File: src/rtl/alarm_pkg.sv
// Shared definitions for the multi-alarm controller: FSM encoding and BCD digit width.
package alarm_pkg;

  localparam int BCD_W = 4;

  typedef enum logic [1:0] {
    IDLE   = 2'd0,
    RING   = 2'd1,
    SNOOZE = 2'd2
  } state_t;

endpackage

File: src/rtl/tone_gen.sv
// Buzzer drive: a TONE_DIV square wave gated by a 1 s on / 1 s off beep, restarted on every ring entry.
module tone_gen #(
  parameter int TONE_DIV = 25000
) (
  input  logic clk,
  input  logic rst_n,
  input  logic run,
  input  logic sec_tick,
  output logic son
);

  localparam int DW = $clog2(TONE_DIV);
  localparam logic [DW-1:0] DIV_LAST = DW'(TONE_DIV - 1);

  logic [DW-1:0] div_reg, div_next;
  logic          tone_reg, tone_next;
  logic          beep_reg, beep_next;
  logic          run_reg;
  logic          son_reg;

  always_comb begin
    div_next  = '0;
    tone_next = 1'b0;
    beep_next = 1'b0;
    if (run && !run_reg) begin
      // Fresh ring: start silent in the tone phase but with the beep gate open.
      beep_next = 1'b1;
    end else if (run) begin
      tone_next = tone_reg;
      beep_next = beep_reg ^ sec_tick;
      if (div_reg == DIV_LAST) begin
        tone_next = ~tone_reg;
      end else begin
        div_next = div_reg + DW'(1);
      end
    end
  end

  always_ff @(posedge clk or negedge rst_n) begin
    if (!rst_n) begin
      div_reg  <= '0;
      tone_reg <= 1'b0;
      beep_reg <= 1'b0;
      run_reg  <= 1'b0;
      son_reg  <= 1'b0;
    end else begin
      div_reg  <= div_next;
      tone_reg <= tone_next;
      beep_reg <= beep_next;
      run_reg  <= run;
      son_reg  <= run & beep_next & tone_next;
    end
  end

  assign son = son_reg;

endmodule

File: src/rtl/alarm_ctrl.sv
// Multi-alarm controller: compares N BCD alarm times on each minute strobe and runs ring/snooze/stop.
module alarm_ctrl
  import alarm_pkg::*;
#(
  parameter int N_ALARMS     = 4,
  parameter int DIGITS       = 4,
  parameter int SNOOZE_MIN   = 5,
  parameter int RING_MAX_MIN = 3,
  parameter int TONE_DIV     = 25000,
  localparam int TW = BCD_W * DIGITS,
  localparam int IW = (N_ALARMS > 1) ? $clog2(N_ALARMS) : 1
) (
  input  logic                   clk,
  input  logic                   rst_n,
  input  logic                   min_tick,
  input  logic                   sec_tick,
  input  logic [TW-1:0]          time_bcd,
  input  logic [N_ALARMS*TW-1:0] alarm_bcd,
  input  logic [N_ALARMS-1:0]    alarm_en,
  input  logic                   btn_stop,
  input  logic                   btn_snooze,
  output logic                   son,
  output logic                   ringing,
  output logic                   snoozed,
  output logic [IW-1:0]          active_idx
);

  localparam logic [3:0] SNZ_LOAD = 4'(SNOOZE_MIN);
  localparam logic [3:0] RING_MAX = 4'(RING_MAX_MIN);

  state_t        state_reg, state_next;
  logic [IW-1:0] idx_reg, idx_next;
  logic [3:0]    ring_cnt_reg, ring_cnt_next;
  logic [3:0]    snz_cnt_reg, snz_cnt_next;

  logic [N_ALARMS-1:0] match;
  logic [IW-1:0]       winner;
  logic                any_match;
  logic                owner_en;

  generate
    for (genvar gi = 0; gi < N_ALARMS; gi++) begin : g_cmp
      assign match[gi] = alarm_en[gi] && (alarm_bcd[gi*TW +: TW] == time_bcd);
    end
  endgenerate

  // Scan downwards so the lowest matching index is left in winner.
  always_comb begin
    winner = '0;
    for (int k = N_ALARMS - 1; k >= 0; k--) begin
      if (match[k]) winner = IW'(k);
    end
  end

  assign any_match = |match;
  assign owner_en  = alarm_en[idx_reg];

  always_comb begin
    state_next    = state_reg;
    idx_next      = idx_reg;
    ring_cnt_next = ring_cnt_reg;
    snz_cnt_next  = snz_cnt_reg;
    case (state_reg)
      IDLE: begin
        if (min_tick && any_match) begin
          state_next    = RING;
          idx_next      = winner;
          ring_cnt_next = '0;
        end
      end
      RING: begin
        if (btn_stop || !owner_en) begin
          state_next = IDLE;
        end else if (btn_snooze) begin
          state_next   = SNOOZE;
          snz_cnt_next = SNZ_LOAD;
        end else if (min_tick) begin
          ring_cnt_next = ring_cnt_reg + 4'd1;
          if (ring_cnt_reg + 4'd1 >= RING_MAX) state_next = IDLE;
        end
      end
      SNOOZE: begin
        if (btn_stop || !owner_en) begin
          state_next = IDLE;
        end else if (min_tick && any_match) begin
          state_next    = RING;
          idx_next      = winner;
          ring_cnt_next = '0;
        end else if (min_tick) begin
          snz_cnt_next = snz_cnt_reg - 4'd1;
          if (snz_cnt_reg <= 4'd1) begin
            state_next    = RING;
            ring_cnt_next = '0;
          end
        end
      end
      default: state_next = IDLE;
    endcase
  end

  always_ff @(posedge clk or negedge rst_n) begin
    if (!rst_n) begin
      state_reg    <= IDLE;
      idx_reg      <= '0;
      ring_cnt_reg <= '0;
      snz_cnt_reg  <= '0;
    end else begin
      state_reg    <= state_next;
      idx_reg      <= idx_next;
      ring_cnt_reg <= ring_cnt_next;
      snz_cnt_reg  <= snz_cnt_next;
    end
  end

  // Fed from the next state so tone registers and son update on the same edge as ringing.
  tone_gen #(
    .TONE_DIV(TONE_DIV)
  ) u_tone (
    .clk      (clk),
    .rst_n    (rst_n),
    .run      (state_next == RING),
    .sec_tick (sec_tick),
    .son      (son)
  );

  assign ringing    = (state_reg == RING);
  assign snoozed    = (state_reg == SNOOZE);
  assign active_idx = idx_reg;

endmodule

File: config.mk
export PLATFORM = sky130hd
export DESIGN_NAME = alarm_ctrl
export DESIGN_NICKNAME = d
export VERILOG_FILES = /design/src/rtl/alarm_pkg.sv /design/src/rtl/tone_gen.sv /design/src/rtl/alarm_ctrl.sv
export SDC_FILE = /design/constraint.sdc
export NUM_CORES = 1
export LEC_CHECK = 0
export ABC_CLOCK_PERIOD_IN_PS = 2100
export BUFFER_PORTS_ARGS = -buffer_cell sky130_fd_sc_hd__buf_2
export CAP_MARGIN = 0
export CORE_UTILIZATION = 40
export CTS_CLUSTER_SIZE = 10
export DETAILED_ROUTE_END_ITERATION = 10
export PLACE_DENSITY = 0.78
export SLEW_MARGIN = 5
export SYNTH_ARGS = -nofsm -noshare
export SYNTH_HDL_FRONTEND = slang
export SYNTH_SLANG_ARGS = --single-unit
File: constraint.sdc
create_clock -name clk -period 2.1 [get_ports clk]
set_input_delay 0.21 -clock clk [delete_from_list [all_inputs] [get_ports clk]]
set_output_delay 0.21 -clock clk [all_outputs]
set_load 0.05 [all_outputs]
==> key figures <==
Status
  • Outcome: finished, final reports clean

Power and ir drop
  • Power, Total: 1.315 mW
  • Worst VDD drop: 0.3176 mV
  • Leak: approximately 1.4 nW
  • Pwr per Cell Area: 410.8 nW/µm²

Placed design
  • GP Congestion: 0.9403
  • Post-DP HPWL: 5.157 mm
  • I/O Buffers: 94
  • Placed instance count: 448
  • Dpl ws: 0.07195 ns

Timing
  • Hold_ws: around 0.27 ns
  • Tmin final: 1.984 ns
  • RSZ-0062 raised after global routing: false
  • Hold Violations, Final: 0
  • Fin Clk Skew: 0.005730 ns
  • Setup_tns: 0 ns
  • Max Clock Freq: between 500 and 600 MHz
  • Final Max Tran Viols: 0
  • Slew margin rel.: 0.5329
  • Slew of the pin with the lowest slew margin: 0.7006 ns
  • Fin crit share: 0.9448
  • Final WS setup: 0.1160 ns
  • Setup violators final: 0

Logic synthesis
  • Syn. warnings: 0
  • Flops & latches, synth: 31
  • Mean Syn Cell Area: 9.033 µm²
  • Syn_nets: 378
  • Mapped Cells: 283
  • Main area contributors after synthesis: dfrtp_1 30%, xnor2_1 19%, xor2_1 8.2%
  • Synth area leader: dfrtp_1
  • Post-synthesis sequential area ratio: 0.3035
  • Mapped Area: 2556 µm²
  • Yosys top cell area share: 0.3035
  • Cell variety after synth: between 40 and 50

Worst setup path
  • Setup slack, reg-to-reg: 0.12 ns
  • Worst R2R End: u_tone.beep_reg
  • R2r startpoint: active_idx[0]
  • Largest stage delay, worst path: 0.51 ns
  • R2R depth: 8
  • CP startpoint: active_idx[0]
  • Worst path bufs/invs: 2
  • CP Depth: 8
  • CP required: 2.24 ns
  • Slowest stage cell, crit path: mux4_2
  • Startpoint Class: flop
  • Worst Setup EP: u_tone.beep_reg
  • Setup Crit Path Kind: flop to flop
  • Crit. End Element: flop
  • CP cell instances: mux4_2 > nand2b_1 > a21oi_4 > inv_2 > o31ai_2 > a21oi_2 > buf_12 > a21oi_1
  • Cell family with most CP delay: multiplexers
  • Crit path DAT: 2.13 ns
  • Crit-path max FO: 20

CTS
  • Postcts setup bufs: 0
  • Worst-Skew Late Latency: 0.28 ns
  • H-tree levels: 2
  • Maximum clock path buffer count: 2
  • Clock transition at the registers of the reported paths: 0.06 ns
  • Clock root buffer master: clkbuf_8
  • CTS tree: done
  • CTS Buf Count: 5
  • Clock sinks: 31

Drt
  • Vias per cell: 5.235
  • Routed met2 length: 3.253 mm
  • Pre-antenna DRT Iters: 4
  • Routed wire per std cell: 13.75 µm
  • Met1 wire length: 2.447 mm
  • 1st-iter DRT viols: between 70 and 80
  • DR top layer: met4
  • Via count: 2387
  • Post-route DRC: 0
  • Final WL: 6.272 mm
  • Post-DRT Antenna Nets: 0
  • Met3 Routed Length: ~390 µm

Die
  • Die height: 81.94 µm
  • Die area: 6714 µm²
  • Starting Density: 0.4242
  • Cell Rows: 28
  • Core Area: 6026 µm²
  • IO Pins: 95
  • Die Width: between 80 and 90 µm

GRT
  • Total GRT Usage: 0.2106
  • Global-route congestion overflow total: 0
  • First-pass GRT wire length: roughly 11 mm
  • Vias in the first global route: 2525
  • Largest net degree at the start of global routing: 32
  • Initial antenna violation count: 0

Layout
  • Share of layout cells above drive strength 1: 0.3281
  • Diode count: 0
  • Area Growth Syn to Fin: 25.26%
  • Non-filler cells, final: 456
  • Final nets: 476
  • Number of flip-flops in the largest register: 15

Flow run
  • Max-cap viol count: 0

Worst hold path
  • HP Class: input port to flop
  • Worst Hold Depth: 3
-- per-layer routing --
| metal | vias up | GRT usage |
|---|---|---|
| met4 | 0 | 0.1088 |
| met3 | 15 | 0.05222 |
| met5 | - | 0 |
| li1 | 1175 | - |
| met2 | 88 | 0.3942 |
| met1 | 1109 | 0.2131 |
-- layout by cell type, fill, tap and decap left out, types with 3 or more instances in the layout --
master	count
a21oi_1	9
and3_1	3
buf_2	94
buf_4	7
clkbuf_8	5
dfrtp_1	30
ha_1	5
inv_1	7
nand2_1	22
nand2b_1	4
nand3_1	13
nand4_1	13
nor2_1	19
nor3_1	11
nor3b_1	5
nor4_1	6
nor4b_2	5
o21ai_0	3
or3_1	4
xnor2_1	56
xor2_1	24
-- worst min path at each step --
stage	to	startpoint
2_1_floorplan	active_idx[0]	rst_n
3_3_place_gp	u_tone.son	rst_n
3_5_place_dp	u_tone.tone_reg	rst_n
4_1_cts	u_tone.son	sec_tick
5_1_grt	u_tone.son	sec_tick
6_report	u_tone.son	sec_tick
-- cell type report --
class / instances / area [µm²]
Fill cell: 578 / 2824
Multi-Input combinational cell: 232 / 1672
Sequential cell: 31 / 777.0
Timing Repair Buffer: 103 / 553.0
Tap cell: 75 / 93.84
Clock buffer: 7 / 76.32
Inverter: 8 / 30.03
-- worst register-to-register path: cells and delay by family (launching register included) --
kind	cells	cell delay, ns
AOI/OAI and AO/OA	4	0.41
buffers and inverters	2	0.28
and+or+nand+nor	1	0.25
muxes	1	0.51
DFF	1	0.40
-- cell usage after synthesis (all sizes together) --
library cell,n
nor2,19
or3,4
and2b,2
nand4,14
o211a,1
a21oi,11
nand2,22
a31oi,2
nor3,12
and3,3
o31ai,2
o22ai,1
nand3b,1
o311ai,1
inv,8
nor4b,7
xor2,24
nor2b,2
a21o,1
nor3b,5
nor4,6
or2,1
xnor2,56
o2bb2ai,2
ha,5
o211ai,1
or4,1
clkbuf,2
dfrtp,31
nand2b,4
a221oi,1
and2,2
nand3,13
buf,10
o21ai,4
mux4,1
a21bo,1
-- power breakdown --
part	total, mW	leakage (nW)	internal, mW	switching, mW
Sequential	0.598	0.426	0.597	0.0000742
Clock	0.436	0.0383	0.228	0.208
Combinational	0.282	0.952	0.147	0.134
-- kinds of logic after synthesis --
kind of cell,after synthesis,share of synthesized area
simple gates,118,0.2624
buf+inv,20,0.04895
fa+ha+maj,5,0.02447
flops,31,0.3035
compound gates,28,0.07783
xor+xnor,80,0.2741
mux,1,0.008810
-- timing repair --
item                                    CTS  global route
endpoints found under the setup margin    0            10
resized for setup                         0             3
endpoints found under the hold margin    31             0
hold buffers                              1             0
-- through the flow --
stage | area (µm²) | util
CTS | 3191 | 0.5295
global placement | 3104 | 0.5152
global route | 3202 | 0.5314
finish | 3202 | 0.5314
floorplan | 2562 | -
detailed placement | 3104 | 0.5152
Note: power is estimated with default switching activity, not from simulation.
